==> config.mk <==
export PLATFORM = sky130hd
export DESIGN_NAME = servo_pwm_decoder
export DESIGN_NICKNAME = d
export VERILOG_FILES = /design/src/rtl/servo_pwm_pkg.sv /design/src/rtl/pwm_edge_sync.sv /design/src/rtl/servo_pwm_decoder.sv
export SDC_FILE = /design/constraint.sdc
export NUM_CORES = 1
export LEC_CHECK = 0
export CORE_AREA = 2 2 131 133
export CTS_BUF_LIST = sky130_fd_sc_hd__clkbuf_2
export DETAILED_ROUTE_END_ITERATION = 6
export DIE_AREA = 0 0 133 135
export SLEW_MARGIN = 5
export SYNTH_ARGS = -nofsm -noshare
export SYNTH_HDL_FRONTEND = slang
export SYNTH_HIERARCHICAL = 1
export SYNTH_SLANG_ARGS = --single-unit
==> constraint.sdc <==
create_clock -name clk_50MHz -period 3.2 [get_ports clk_50MHz]
set_input_delay 0.32 -clock clk_50MHz [delete_from_list [all_inputs] [get_ports clk_50MHz]]
set_output_delay 0.32 -clock clk_50MHz [all_outputs]
set_load 0.01 [all_outputs]
==> src/rtl/servo_pwm_pkg.sv <==
// Shared types and default timing constants for the servo PWM decoder.
package servo_pwm_pkg;

    typedef enum logic [1:0] {
        IDLE = 2'd0,
        HIGH = 2'd1,
        LOW  = 2'd2
    } state_e;

    localparam int TICK_DIV_50MHZ   = 50;
    localparam int SERVO_MIN_US     = 500;
    localparam int SERVO_MAX_US     = 2500;
    localparam int SERVO_TIMEOUT_US = 25000;

endpackage

==> src/rtl/pwm_edge_sync.sv <==
// Synchronizes the asynchronous PWM line and produces registered rise/fall pulses.
// Optional glitch filter enabled by defining PWM_GLITCH_FILTER_EN.
module pwm_edge_sync (
    input  logic clk_50MHz,
    input  logic rst,
    input  logic pwm_in,
    output logic level,
    output logic rise,
    output logic fall
);

    logic sync1_q, sync2_q;
    logic src;
    logic level_q, rise_q, fall_q;

`ifdef PWM_GLITCH_FILTER_EN
    logic       filt_q;
    logic [1:0] stab_q;

    // The filtered level follows sync2 only after 4 consecutive differing samples.
    always_ff @(posedge clk_50MHz or posedge rst) begin
        if (rst) begin
            filt_q <= 1'b0;
            stab_q <= 2'd0;
        end else if (sync2_q == filt_q) begin
            stab_q <= 2'd0;
        end else if (stab_q == 2'd3) begin
            filt_q <= sync2_q;
            stab_q <= 2'd0;
        end else begin
            stab_q <= stab_q + 2'd1;
        end
    end

    assign src = filt_q;
`else
    assign src = sync2_q;
`endif

    // NOTE: non-blocking assignments keep the flop chain a true shift register.
    always_ff @(posedge clk_50MHz or posedge rst) begin
        if (rst) begin
            sync1_q <= 1'b0;
            sync2_q <= 1'b0;
            level_q <= 1'b0;
            rise_q  <= 1'b0;
            fall_q  <= 1'b0;
        end else begin
            sync1_q <= pwm_in;
            sync2_q <= sync1_q;
            level_q <= src;
            rise_q  <= src & ~level_q;
            fall_q  <= ~src & level_q;
        end
    end

    assign level = level_q;
    assign rise  = rise_q;
    assign fall  = fall_q;

endmodule

==> src/rtl/servo_pwm_decoder.sv <==
// Measures high time and period of a servo PWM line in microseconds.
// Build option PWM_GLITCH_FILTER_EN enables the input glitch filter in pwm_edge_sync.
module servo_pwm_decoder
    import servo_pwm_pkg::*;
#(
    parameter int TICK_DIV   = TICK_DIV_50MHZ,
    parameter int MIN_US     = SERVO_MIN_US,
    parameter int MAX_US     = SERVO_MAX_US,
    parameter int TIMEOUT_US = SERVO_TIMEOUT_US,
    parameter int CNT_W      = 16
) (
    input  logic             clk_50MHz,
    input  logic             rst,
    input  logic             pwm_in,
    output logic [CNT_W-1:0] width_us,
    output logic [CNT_W-1:0] period_us,
    output logic             sample_valid,
    output logic             in_range,
    output logic             signal_lost
);

    localparam int PW = (TICK_DIV > 1) ? $clog2(TICK_DIV) : 1;
    localparam logic [PW-1:0]    PRESC_LAST = PW'(TICK_DIV - 1);
    localparam logic [CNT_W-1:0] CNT_MAX    = '1;
    localparam logic [CNT_W-1:0] MIN_C      = CNT_W'(MIN_US);
    localparam logic [CNT_W-1:0] MAX_C      = CNT_W'(MAX_US);
    localparam logic [CNT_W-1:0] TIMEOUT_C  = CNT_W'(TIMEOUT_US);

    logic sync_level_unused;
    logic rise, fall;

    pwm_edge_sync u_edge_sync (
        .clk_50MHz (clk_50MHz),
        .rst       (rst),
        .pwm_in    (pwm_in),
        .level     (sync_level_unused),
        .rise      (rise),
        .fall      (fall)
    );

    state_e           state_q;
    logic [PW-1:0]    presc_q, presc_d;
    logic [CNT_W-1:0] hi_q, hi_d;
    logic [CNT_W-1:0] per_q, per_d;
    logic [CNT_W-1:0] idle_q, idle_d;
    logic [CNT_W-1:0] width_q, period_q;
    logic             valid_q, in_range_q, lost_q;
    logic             tick;
    logic             timeout;

    // NOTE: every always_comb output gets a value on every path, so no latches.
    always_comb begin
        tick    = (presc_q == PRESC_LAST);
        presc_d = tick ? '0 : presc_q + 1'b1;
        hi_d    = (tick && hi_q   != CNT_MAX) ? hi_q   + 1'b1 : hi_q;
        per_d   = (tick && per_q  != CNT_MAX) ? per_q  + 1'b1 : per_q;
        idle_d  = (tick && idle_q != CNT_MAX) ? idle_q + 1'b1 : idle_q;
        timeout = (idle_q >= TIMEOUT_C);
    end

    // Edges take priority over the timeout, so a late edge still counts.
    always_ff @(posedge clk_50MHz or posedge rst) begin
        if (rst) begin
            state_q    <= IDLE;
            presc_q    <= '0;
            hi_q       <= '0;
            per_q      <= '0;
            idle_q     <= '0;
            width_q    <= '0;
            period_q   <= '0;
            valid_q    <= 1'b0;
            in_range_q <= 1'b0;
            lost_q     <= 1'b1;
        end else begin
            valid_q <= 1'b0;
            presc_q <= presc_d;
            idle_q  <= idle_d;
            case (state_q)
                IDLE: begin
                    idle_q <= '0;
                    if (rise) begin
                        hi_q    <= '0;
                        per_q   <= '0;
                        presc_q <= '0;
                        state_q <= HIGH;
                    end
                end
                HIGH: begin
                    hi_q  <= hi_d;
                    per_q <= per_d;
                    if (fall) begin
                        presc_q <= '0;
                        idle_q  <= '0;
                        state_q <= LOW;
                    end else if (timeout) begin
                        lost_q  <= 1'b1;
                        state_q <= IDLE;
                    end
                end
                LOW: begin
                    per_q <= per_d;
                    if (rise) begin
                        width_q    <= hi_q;
                        period_q   <= per_d;
                        in_range_q <= (hi_q >= MIN_C) && (hi_q <= MAX_C);
                        valid_q    <= 1'b1;
                        lost_q     <= 1'b0;
                        hi_q       <= '0;
                        per_q      <= '0;
                        presc_q    <= '0;
                        idle_q     <= '0;
                        state_q    <= HIGH;
                    end else if (timeout) begin
                        lost_q  <= 1'b1;
                        state_q <= IDLE;
                    end
                end
                default: state_q <= IDLE;
            endcase
        end
    end

    assign width_us     = width_q;
    assign period_us    = period_q;
    assign sample_valid = valid_q;
    assign in_range     = in_range_q;
    assign signal_lost  = lost_q;

endmodule

# Word level (Yosys, flattened, before mapping)
# Index checks and enable logic that the tools add are counted.
word_totals:
  regBits: 96
  input_bits: 3
op_classes:
  n_lt_le_gt_ge: 3
  mux: 25
  n_reduce_logical: 13
  addsub: 4
  eq_ne: 10
  n_bitwise: 4
op_table:
  columns: ["operator", "n"]
  rows:
  - ["2-to-1 mux 16 bit", 7]
  - ["one-hot mux 16 bit (3 select lines)", 2]
  - ["adder 16 x 1 -> 16 bit (second input constant)", 3]
  - ["!= test 16 bit (second input constant)", 3]
  - ["one-hot mux 16 bit (2 select lines)", 1]
  - ["2-to-1 mux 6 bit", 3]
  - [">= comparator 16 x 15 -> 1 bit (second input constant)", 1]
  - [">= comparator 16 x 9 -> 1 bit (second input constant)", 1]
  - ["<= comparator 16 x 12 -> 1 bit (second input constant)", 1]
  - ["one-hot mux 6 bit (2 select lines)", 1]
  - ["2-to-1 mux 2 bit", 4]
  - ["adder 6 x 1 -> 6 bit (second input constant)", 1]
  - ["equality test 6 bit (second input constant)", 1]
  - ["one-hot mux 2 bit (3 select lines)", 1]
  - ["AND reduction 2 bit", 3]
  - ["2-to-1 mux 1 bit", 5]
  - ["logical AND 1 bit", 4]
  - ["!= test 2 x 1 -> 1 bit (second input constant)", 2]
  - ["!= test 2 bit (second input constant)", 2]
  - ["nonzero test 2 bit", 2]
  - ["AND reduction 3 bit", 1]
  - ["nonzero test 3 bit", 1]
  - ["AND 1 bit", 2]
  - ["equality test 2 x 1 -> 1 bit (second input constant)", 1]
  - ["5 further kinds", 6]

# Depth between registers and ports, before layout
# Gate-level depths: netlist of run 1.
depth:
  word_depth: 5
  ltp_mapped: 9
  mapped_depth_nobuf: 7

# Cells and area by module
# Netlist of run 1, hierarchy kept.
by_module_without_submodules:
  columns: ["module", "cells_each", "seq_area_each_um2", "n_inst", "area_each_um2"]
  rows:
  - ["servo_pwm_decoder", 491, 2278.4, 1, 4744.6]
  - ["pwm_edge_sync", 8, 125.1, 1, 143.9]

# Least setup slack after synthesis of run 1
# No wires, ideal clock.
synth_path:
  path_kind: "reg-to-reg"
  start: "reg presc_q[1]"
  end: "reg hi_q[10]"
  synth_period_minus_slack_ns: 2.139
  path_stages_with_launch: 9
  arrival_time_ns: 2.059
  n_path_buf: 1
  path_slack_ns: 1.061
  path_cell_list: "dfrtp_1 > inv_1 > ha_1 > nor4bb_1 > buf_4 > a21boi_4 > or4b_4 > or3_1 > a21oi_1"
synth_via:
  elab_chain_cells: 4
synth_lines:
  columns: ["element", "line_no", "rtl"]
  rows:
  - ["from (decl)", "servo_pwm_decoder.sv:42", "logic [PW-1:0] presc_q, presc_d;"]
  - ["from (signal assigned)", "servo_pwm_decoder.sv:76", "presc_q <= presc_d;"]
  - ["equality test 6 bit", "servo_pwm_decoder.sv:53", "tick = (presc_q == PRESC_LAST);"]
  - ["logical AND 1 bit", "servo_pwm_decoder.sv:55", "hi_d = (tick && hi_q != CNT_MAX) ? hi_q + 1'b1 : hi_q;"]
  - ["!= test 2 bit (no line)", null, null]
  - ["AND reduction 3 bit (no line)", null, null]
  - ["to (signal assigned)", "servo_pwm_decoder.sv:89", "hi_q <= hi_d;"]
  - ["to (decl)", "servo_pwm_decoder.sv:43", "logic [CNT_W-1:0] hi_q, hi_d;"]
# Every way passes these cells.
# A chain may end at the register's enable or synchronous reset.

# Worst setup path after layout of run 1
layout_path:
  start: "reg presc_q[1]"
  end: "reg hi_q[5]"
# The elaborated chain is that of the path after synthesis.

==> results.json, run 1 <==
{
  "crit_slowest_cell": "a211o_1",
  "post_cts.repair.setup_buffers": 0,
  "synth-edff-count": 0,
  "drt_iter0_drc": 235,
  "area_delta_synth_final_pct": 15.10,
  "layoutNonFillerInstCount": 762,
  "wl_microns": 10730,
  "dieArea_sq_mm": 0.01796,
  "synth_area_leaders": "dfrtp_1 49%, xnor2_1 5.7%, o21ai_0 5.0%",
  "dpl.hpwl_microns": 7505,
  "post-place-cells": 744,
  "rsz0062_at_grt": "false",
  "netlist_area_sq_mm": 0.004888,
  "finalHoldViolations": 0,
  "vdd_drop_max_mv": 0.2415,
  "wl_per_cell_microns": 14.09,
  "fmax_ghz": 0.3899,
  "r2r_end": "hi_q[5]$_DFFE_PP0P_",
  "cts_made_buffers": 9,
  "vias": 3831,
  "dr.pass1.iters": 4,
  "fillCellCount": 1673,
  "synth.avg_cell_area_sq_um": 9.796,
  "ioPinCount": 38,
  "ys_seq_area_frac": 0.4917,
  "finalSetupViolations": 0,
  "timing.hold.ws_ns": 0.1281,
  "cts.repair.resized": 0,
  "clockBufferDepth": 2,
  "ant_nets": 0,
  "cts_root_buf": "clkbuf_2",
  "drive_gt1_frac": 0.09057,
  "required_ns": 3.75,
  "slowest_delay_ns": 0.47,
  "skew_ns": 0.03282,
  "register_area_sq_mm": 0.002404,
  "nets": 550,
  "portBuffers": 37,
  "path_class": "flop to flop",
  "fin_crit_sh": 0.8015,
  "cap_violations": 0,
  "path_clk_slew_ns": 0.27,
  "synth_cell_types": 57,
  "hold_buffers": 1,
  "synth_ff_type": "dfrtp_1",
  "worst-path-stages": 8,
  "cp_top_family": "compound AO/OA/AOI/OAI gates",
  "vias_per_cell": 5.028,
  "grt_start_max_net_pins": 58,
  "reg2reg_from": "presc_q[1]$_DFF_PP0_",
  "end_kind": "flop",
  "async_flop_share": 1.000,
  "die_y_microns": 135,
  "grt_pass1_wl_microns": 18330,
  "cts_tree": "yes",
  "synthCells": 499,
  "worstPathArrival_ns": 3.11,
  "htreeDepth": 3,
  "hold_path.class": "input port to flop",
  "r2r_cells": 8,
  "multi_input_area_sq_mm": 0.002345,
  "worst-r2r-setup-slack_ns": 0.64,
  "clock_latency_ns": 0.63,
  "leakage_nw": 2.228,
  "finalPower_mw": 2.587,
  "gp_congestion": 0.8432,
  "start_kind": "flop",
  "finalSetupTns_ns": 0,
  "fin_crit_ns": 2.565,
  "overflow": 0,
  "p_per_area_mw_per_mm2": 459.7,
  "synth_top_cell_by_area": "dfrtp_1",
  "start_util": 0.2979,
  "clkSinkCount": 96,
  "layout_setup_ws_ns": 0.6351,
  "ys_warn_count": 6,
  "dp_worst_setup_slack_ns": 0.6459,
  "yosysTopAreaCellShare": 0.4863,
  "tightest_slew_ns": 0.9980,
  "crit_path_max_fanout": 17,
  "grt_pass1_vias": 3704,
  "ys_ff_latch": 96,
  "syn_nets": 513,
  "die_w_microns": 133,
  "antenna_found_initial": 1,
  "grtUsageTotal": 0.1263,
  "endpoint": "hi_q[5]$_DFFE_PP0P_",
  "path_buf_inv": 2,
  "outcome": "completed",
  "relSlewSlack": 0.3323,
  "setup.worst_path.start": "presc_q[1]$_DFF_PP0_",
  "drc": 0,
  "core_area_sq_mm": 0.01641,
  "rows": 47,
  "crit_chain": "inv_1 -> ha_1 -> nor4bb_1 -> buf_4 -> a21boi_4 -> a211o_1 -> or2_0 -> o41ai_1",
  "drv_slew": 0
}
==> how the worst min path moves through the flow <==
stage | start | endpoint | slack [ns] | cells after the start
after floorplan | rst | u_edge_sync/fall$_DFF_PP0_ | 0.1 | 1
after global placement | u_edge_sync/sync1_q$_DFF_PP0_ | u_edge_sync/src$_DFF_PP0_ | 0.34 | 0
after detailed placement | u_edge_sync/sync1_q$_DFF_PP0_ | u_edge_sync/src$_DFF_PP0_ | 0.34 | 0
after CTS | pwm_in | u_edge_sync/sync1_q$_DFF_PP0_ | 0.06 | 1
after global routing | pwm_in | u_edge_sync/sync1_q$_DFF_PP0_ | 0.08 | 1
final | pwm_in | u_edge_sync/sync1_q$_DFF_PP0_ | 0.13 | 1
==> per-stage QoR <==
| stage | instance area [sq um] | util |
|---|---|---|
| floorplan | 4888 | - |
| global placement | 5520 | 0.3365 |
| detailed placement | 5520 | 0.3365 |
| CTS | 5624 | 0.3428 |
| global route | 5627 | 0.3429 |
| finish | 5627 | 0.3429 |
==> layout make-up <==
type	count	share of cell area
Tap cell	220	0.04892
Antenna cell	1	0.0004447
Multi-Input combinational cell	367	0.4167
Clock inverter	7	0.008672
Clock buffer	9	0.008005
Timing Repair Buffer	44	0.07783
Inverter	18	0.01223
Sequential cell	96	0.4272
==> cells in the final DEF (no fill, tap or decap), types with 4 or more instances in the layout <==
| master | count |
|---|---|
| clkdlybuf4s50_1 | 37 |
| nor3b_1 | 4 |
| nand4_1 | 9 |
| a21o_1 | 5 |
| o31ai_1 | 8 |
| nand2b_1 | 4 |
| o41ai_1 | 5 |
| inv_1 | 17 |
| mux2_2 | 13 |
| o21ai_0 | 49 |
| a211oi_1 | 10 |
| nand2_1 | 46 |
| clkbuf_2 | 9 |
| nor2_1 | 39 |
| and3_1 | 6 |
| and4_1 | 5 |
| a22o_1 | 4 |
| xnor2_1 | 32 |
| or3_1 | 7 |
| ha_1 | 11 |
| a21oi_1 | 23 |
| dfrtp_1 | 95 |
| and2_1 | 4 |
| nor4_1 | 9 |
| nor3_1 | 12 |
| buf_4 | 5 |
| nand3_1 | 16 |
| or4_1 | 6 |
==> cells by family (layout without fill, tap and decap cells) <==
logic type,Yosys count,count (layout),synth area share
and+or+nand+nor,185,185,0.1971
adders and majority gates,11,11,0.02815
xor gates and xnor gates,35,35,0.06271
muxes,15,15,0.03404
other,0,1,0
buffers and inverters,36,78,0.02917
DFF,96,96,0.4917
AOI/OAI and AO/OA,121,121,0.1572
==> metal layers <==
metal,global-route usage,vias up,part of all wire
met5,0,-,0
met4,0.06392,0,0.025
met3,0.02590,14,0.038
met2,0.1975,80,0.45
met1,0.1666,1863,0.49
li1,-,1874,-
==> power by group <==
part           switching [mW]  internal [mW]  leakage, nW
clock network           0.432         0.0998       0.0515
registers              0.0605           1.28         1.32
logic                   0.474          0.245        0.854
total                   0.966           1.62         2.23
==> synth_stat cells, types with 3 or more instances <==
| cell type | number |
|---|---|
| nand4_1 | 9 |
| o21ai_0 | 49 |
| a211oi_1 | 10 |
| mux2_2 | 13 |
| dfrtp_1 | 95 |
| nor4_1 | 9 |
| xnor2_1 | 32 |
| nor2_1 | 39 |
| or3_1 | 7 |
| o31ai_1 | 8 |
| and2_1 | 4 |
| a22o_1 | 4 |
| a21oi_1 | 23 |
| nor2b_1 | 3 |
| nor3_1 | 12 |
| o41ai_1 | 5 |
| nor3b_1 | 4 |
| nand2b_1 | 4 |
| a21o_1 | 5 |
| inv_1 | 18 |
| nand3_1 | 16 |
| ha_1 | 11 |
| or4_1 | 6 |
| clkbuf_1 | 15 |
| nand2_1 | 47 |
| and3_1 | 6 |
| xor2_1 | 3 |
| and4_1 | 5 |
| a31oi_1 | 3 |
==> registers in the layout, indices dropped and copies added (netlist names), 2 cells and up <==
signal and count:
per_q 16, width_us 16, state_q 2, hi_q 16
presc_q 6, period_us 16, idle_q 16
Note: power is estimated with default switching activity, not from simulation.
==> inputs of run 2 (changes only) <==
clock period = 2.1 ns   (was 3.2 ns; I/O delays follow)
==> results.json, run 2 (same netlist as run 1, synthesis figures left out) <==
{
  "outcome": "finished with violations",
  "violations": "setup timing",
  "grt_pass1_wl_microns": 19130,
  "dr.pass1.iters": 4,
  "clockPowerShare": 0.208,
  "htreeDepth": 3,
  "p_per_area_mw_per_mm2": 697.2,
  "slowest_delay_ns": 0.55,
  "fin_crit_ns": 2.151,
  "leakage_nw": 2.617,
  "layout.cells.most_common_list": "93 x dfrtp_1, 57 x buf_4, 46 x nand2_1",
  "required_ns": 2.65,
  "finalSetupViolations": 6,
  "rows": 47,
  "dpl.hpwl_microns": 8147,
  "vias": 4098,
  "core_area_sq_mm": 0.01641,
  "clkSinkCount": 96,
  "start_util": 0.2979,
  "worstHoldPathCells": 0,
  "drc": 0,
  "vias_per_cell": 4.998,
  "skew_ns": 0.02454,
  "worstPathArrival_ns": 2.70,
  "final_common_cell": "dfrtp_1",
  "fin_crit_sh": 1.024,
  "drt_iter0_drc": 218,
  "antenna_found_initial": 1,
  "tightest_slew_ns": 0.7271,
  "gp_congestion": 0.8482,
  "clock_latency_ns": 0.60,
  "p_int_mw": 2.885,
  "drv_slew": 0,
  "layout_setup_ws_ns": -0.05072,
  "cap_violations": 0,
  "r2r_cells": 8,
  "combPwrFrac": 0.344,
  "dieArea_sq_mm": 0.01796,
  "cts_made_buffers": 9,
  "area_delta_synth_final_pct": 32.10,
  "cp_top_family": "simple AND/OR/NAND/NOR gates",
  "grtUsageTotal": 0.1314,
  "portBuffers": 37,
  "die_y_microns": 135,
  "grt_start_max_net_pins": 39,
  "vdd_drop_max_mv": 0.3477,
  "die_w_microns": 133,
  "cts_tree": "yes",
  "timing.hold.ws_ns": 0.3869,
  "grt_pass1_vias": 4019,
  "cts_root_buf": "clkbuf_2",
  "start_kind": "flop",
  "path_class": "flop to flop",
  "relSlewSlack": 0.5076,
  "drive_gt1_frac": 0.2604,
  "clockBufferDepth": 2,
  "fmax_ghz": 0.4650,
  "hold_path.class": "flop to flop",
  "ioPinCount": 38,
  "path_buf_inv": 2,
  "wl_per_cell_microns": 14.53,
  "overflow": 0,
  "crit_path_max_fanout": 5,
  "worst-path-stages": 8,
  "finalPower_mw": 4.502,
  "wl_microns": 11920,
  "finalHoldViolations": 0,
  "power_switching_mw": 1.617,
  "path_clk_slew_ns": 0.25,
  "ant_nets": 0,
  "nets": 608,
  "p_seq_frac": 0.448,
  "crit_chain": "inv_1 -> ha_1 -> nor4bb_4 -> buf_4 -> nand4_1 -> or4b_4 -> or3_1 -> o21ai_1",
  "end_kind": "flop",
  "swShare": 0.3592,
  "rsz0062_at_grt": "true",
  "crit_slowest_cell": "or4b_4"
}
## run 2: cell count changes in the layout (fill, tap and decap cells not counted), moves of 5 or more
cell / change
o21ai_0: -14
a21oi_2: +8
buf_4: +52
a21oi_1: -9
a211oi_1: -6
o31ai_1: -6
o31ai_2: +5
o21ai_1: +10
## run 2: metal layers
metal	part of all wire	track usage	up-vias
li1	-	-	1994
met1	0.45	0.1697	2008
met2	0.49	0.2139	78
met3	0.034	0.02365	18
met4	0.020	0.06392	0
met5	0	0	-
## run 2: cell type report
class,instances,area [sq um]
multi-input combinational,367,2683
inverter,18,71.32
clock buffer,9,45.04
clock inverter,7,71.32
tap,220,275.3
sequential,96,2406
antenna,1,2.502
fill,1574,9950
timing repair buffer,102,903.4
## run 2: metrics by stage
stage	TNS (ns)	utilization	setup slack, ns	instance area [sq um]	cells
2_1_floorplan	0	-	0.02309	4892	499
5_1_grt	-2.281	0.3936	-0.1817	6457	820
6_report	-0.1690	0.3936	-0.05072	6457	820
3_5_place_dp	-1.010	0.3598	-0.1482	5903	793
3_3_place_gp	-0.1551	0.3598	-0.06005	5903	793
4_1_cts	-0.06407	0.3740	-0.03489	6136	815
## run 2: repair_timing
action / in CTS / in global routing
hold buffers: 2 / 0
buffers inserted: 4 / 4
gates resized for setup: 18 / 67
pin swaps: 6 / 11
endpoints found under the setup margin: 28 / 59
hold endpoints to repair: 15 / 0
## run 2: worst paths after layout
kind | start | end | slack (ns)
worst min register to register | u_edge_sync/sync1_q$_DFF_PP0_ | u_edge_sync/src$_DFF_PP0_ | 0.39
worst max-delay path | presc_q[1]$_DFF_PP0_ | per_q[15]$_DFFE_PP0P_ | -0.05
max in group asynchronous | rst | period_us[12]$_DFFE_PP0P_ | 1.08
worst min-delay path | u_edge_sync/sync1_q$_DFF_PP0_ | u_edge_sync/src$_DFF_PP0_ | 0.39
worst max register to register | presc_q[1]$_DFF_PP0_ | per_q[15]$_DFFE_PP0P_ | -0.05
min in group asynchronous | rst | u_edge_sync/sync1_q$_DFF_PP0_ | 0.41
## run 2: power by group through the flow
stage | combinational (mW) | clock, mW | sequential, mW
global placement | 1.31 | 0 | 2.03
CTS | 1.43 | 0.979 | 2.01
global route | 1.70 | 1.04 | 2.03
detailed placement | 1.35 | 0 | 2.04
finish | 1.55 | 0.934 | 2.02
floorplan | 0.763 | 0 | 2.05
## run 2: worst reg2reg max path: stages (launching register included)
cell and delay (ns):
dfrtp_1 0.44, inv_1 0.06, ha_1 0.15, nor4bb_4 0.21
buf_4 0.19, nand4_1 0.12, or4b_4 0.55, or3_1 0.33
o21ai_1 0.09
==> inputs of run 3 (changes only) <==
CELL_PAD_IN_SITES_DETAIL_PLACEMENT = 0   (was not set)
CELL_PAD_IN_SITES_GLOBAL_PLACEMENT = 1   (was not set)
PLACE_DENSITY_LB_ADDON = 0.1   (was not set)
==> results.json, run 3 (same netlist as run 1, synthesis figures left out) <==
{
  "p_per_area_mw_per_mm2": 689.4,
  "final_common_cell": "dfrtp_1",
  "leakage_nw": 2.815,
  "vias": 4209,
  "overflow": 0,
  "finalSetupTns_ns": -0.2691,
  "wl_microns": 13110,
  "path_clk_slew_ns": 0.27,
  "finalHoldViolations": 0,
  "dieArea_sq_mm": 0.01796,
  "timing.hold.ws_ns": 0.3784,
  "start_util": 0.2979,
  "finalSetupViolations": 6,
  "layout_setup_ws_ns": -0.07536,
  "post-place-cells": 815,
  "drc": 0,
  "hold_path.class": "input port to async pin",
  "clock_latency_ns": 0.61,
  "outcome": "finished with violations",
  "fin_area_sq_mm": 0.006773,
  "ant_nets": 0,
  "fin_crit_ns": 2.175,
  "relSlewSlack": 0.5654,
  "postPlaceCellArea_sq_mm": 0.006068,
  "gp_congestion": 0.7866,
  "drv_slew": 0,
  "rsz0062_at_grt": "true",
  "fin_crit_sh": 1.036,
  "die_y_microns": 135,
  "cts_made_buffers": 9,
  "layoutNonFillerInstCount": 849,
  "vdd_drop_max_mv": 0.3101,
  "rows": 47,
  "reg2reg_from": "presc_q[1]$_DFF_PP0_",
  "skew_ns": 0.03471,
  "dp_worst_setup_slack_ns": -0.2988,
  "crit_path_max_fanout": 4,
  "antenna_found_initial": 1,
  "dpl.hpwl_microns": 8883,
  "ioPinCount": 38,
  "area_delta_synth_final_pct": 38.55,
  "fmax_ghz": 0.4597,
  "cap_violations": 0,
  "wl_per_cell_microns": 15.44,
  "die_w_microns": 133,
  "dr.pass1.iters": 4,
  "nets": 638,
  "htreeDepth": 3,
  "clkSinkCount": 96,
  "core_area_sq_mm": 0.01641,
  "r2r_end": "per_q[15]$_DFFE_PP0P_",
  "tightest_slew_ns": 0.6451,
  "path_class": "flop to flop",
  "start_kind": "flop",
  "grt_pass1_wl_microns": 21030,
  "drt_iter0_drc": 256,
  "cts_root_buf": "clkbuf_2",
  "r2r_cells": 8,
  "clockBufferDepth": 2,
  "violations": "setup timing",
  "portBuffers": 37,
  "layout.cells.most_common_list": "95 x dfrtp_1, 80 x buf_4, 46 x nand2_1",
  "finalPower_mw": 4.669,
  "vias_per_cell": 4.958,
  "required_ns": 2.67,
  "grt_pass1_vias": 4048,
  "drive_gt1_frac": 0.2898,
  "worstPathArrival_ns": 2.75,
  "grtUsageTotal": 0.1476,
  "cts_tree": "yes",
  "worst-r2r-setup-slack_ns": -0.08,
  "end_kind": "flop",
  "finalCoreUtilization": 0.4128,
  "grt_start_max_net_pins": 92
}
[run 3: changes by cell type in the layout (fill, tap and decap cells not counted), sizes merged]
| cell | change |
|---|---|
| clkinvlp | -1 |
| inv | -1 |
| bufinv | -1 |
| clkbuf | +2 |
| buf | +28 |
| a211o | +1 |
| bufbuf | +1 |
[run 3: worst max path at each step]
stage                               from                     to  slack [ns]  depth (start not counted)
finish              presc_q[1]$_DFF_PP0_  per_q[15]$_DFFE_PP0P_       -0.08                          8
global route        presc_q[1]$_DFF_PP0_  per_q[15]$_DFFE_PP0P_       -0.22                          8
CTS                 presc_q[1]$_DFF_PP0_    hi_q[8]$_DFFE_PP0P_       -0.06                          8
detailed placement  presc_q[1]$_DFF_PP0_    hi_q[5]$_DFFE_PP0P_       -0.30                          8
global placement    presc_q[1]$_DFF_PP0_    hi_q[5]$_DFFE_PP0P_       -0.25                          8
floorplan           presc_q[1]$_DFF_PP0_   hi_q[10]$_DFFE_PP0P_        0.02                          8
[run 3: power by group]
part / switching, mW / total (mW) / internal (mW)
Combinational: 0.998 / 1.85 / 0.850
Sequential: 0.0696 / 2.01 / 1.94
Clock: 0.657 / 0.808 / 0.150
Total: 1.73 / 4.67 / 2.94
[run 3: metal layers]
layer | share of wire | vias up | GRT usage | wire (microns)
met5 | 0 | - | 0 | 0
met4 | 0.015 | 0 | 0.05496 | 193
met3 | 0.028 | 11 | 0.02102 | 371
met2 | 0.48 | 58 | 0.2375 | 6262
met1 | 0.48 | 2099 | 0.2028 | 6280
li1 | - | 2041 | - | -
[run 3: timing repair]
action / in CTS / in global routing
buffers inserted: 5 / 9
endpoints found under the hold margin: 6 / 0
pin swaps: 15 / 20
gates resized for setup: 28 / 77
cloned: 2 / 1
endpoints found under the setup margin: 46 / 58
hold buffers: 2 / 0
[run 3: critical path, cell delays in order (launching register included)]
cell and delay (ns):
dfrtp_1 0.44, inv_1 0.05, ha_1 0.13, nor4bb_4 0.21, buf_4 0.17, nand4_1 0.18, or4b_4 0.56, or3_1 0.32
o21ai_1 0.08
[run 3: area by class of cell]
cell class                 count  area (sq um)
fill                        1602          9634
multi-input combinational    368          2761
sequential                    96          2404
timing repair buffer         131          1181
tap                          220         275.3
inverter                      18         71.32
clock buffer                  11         55.05
clock inverter                 4         22.52
antenna                        1         2.502
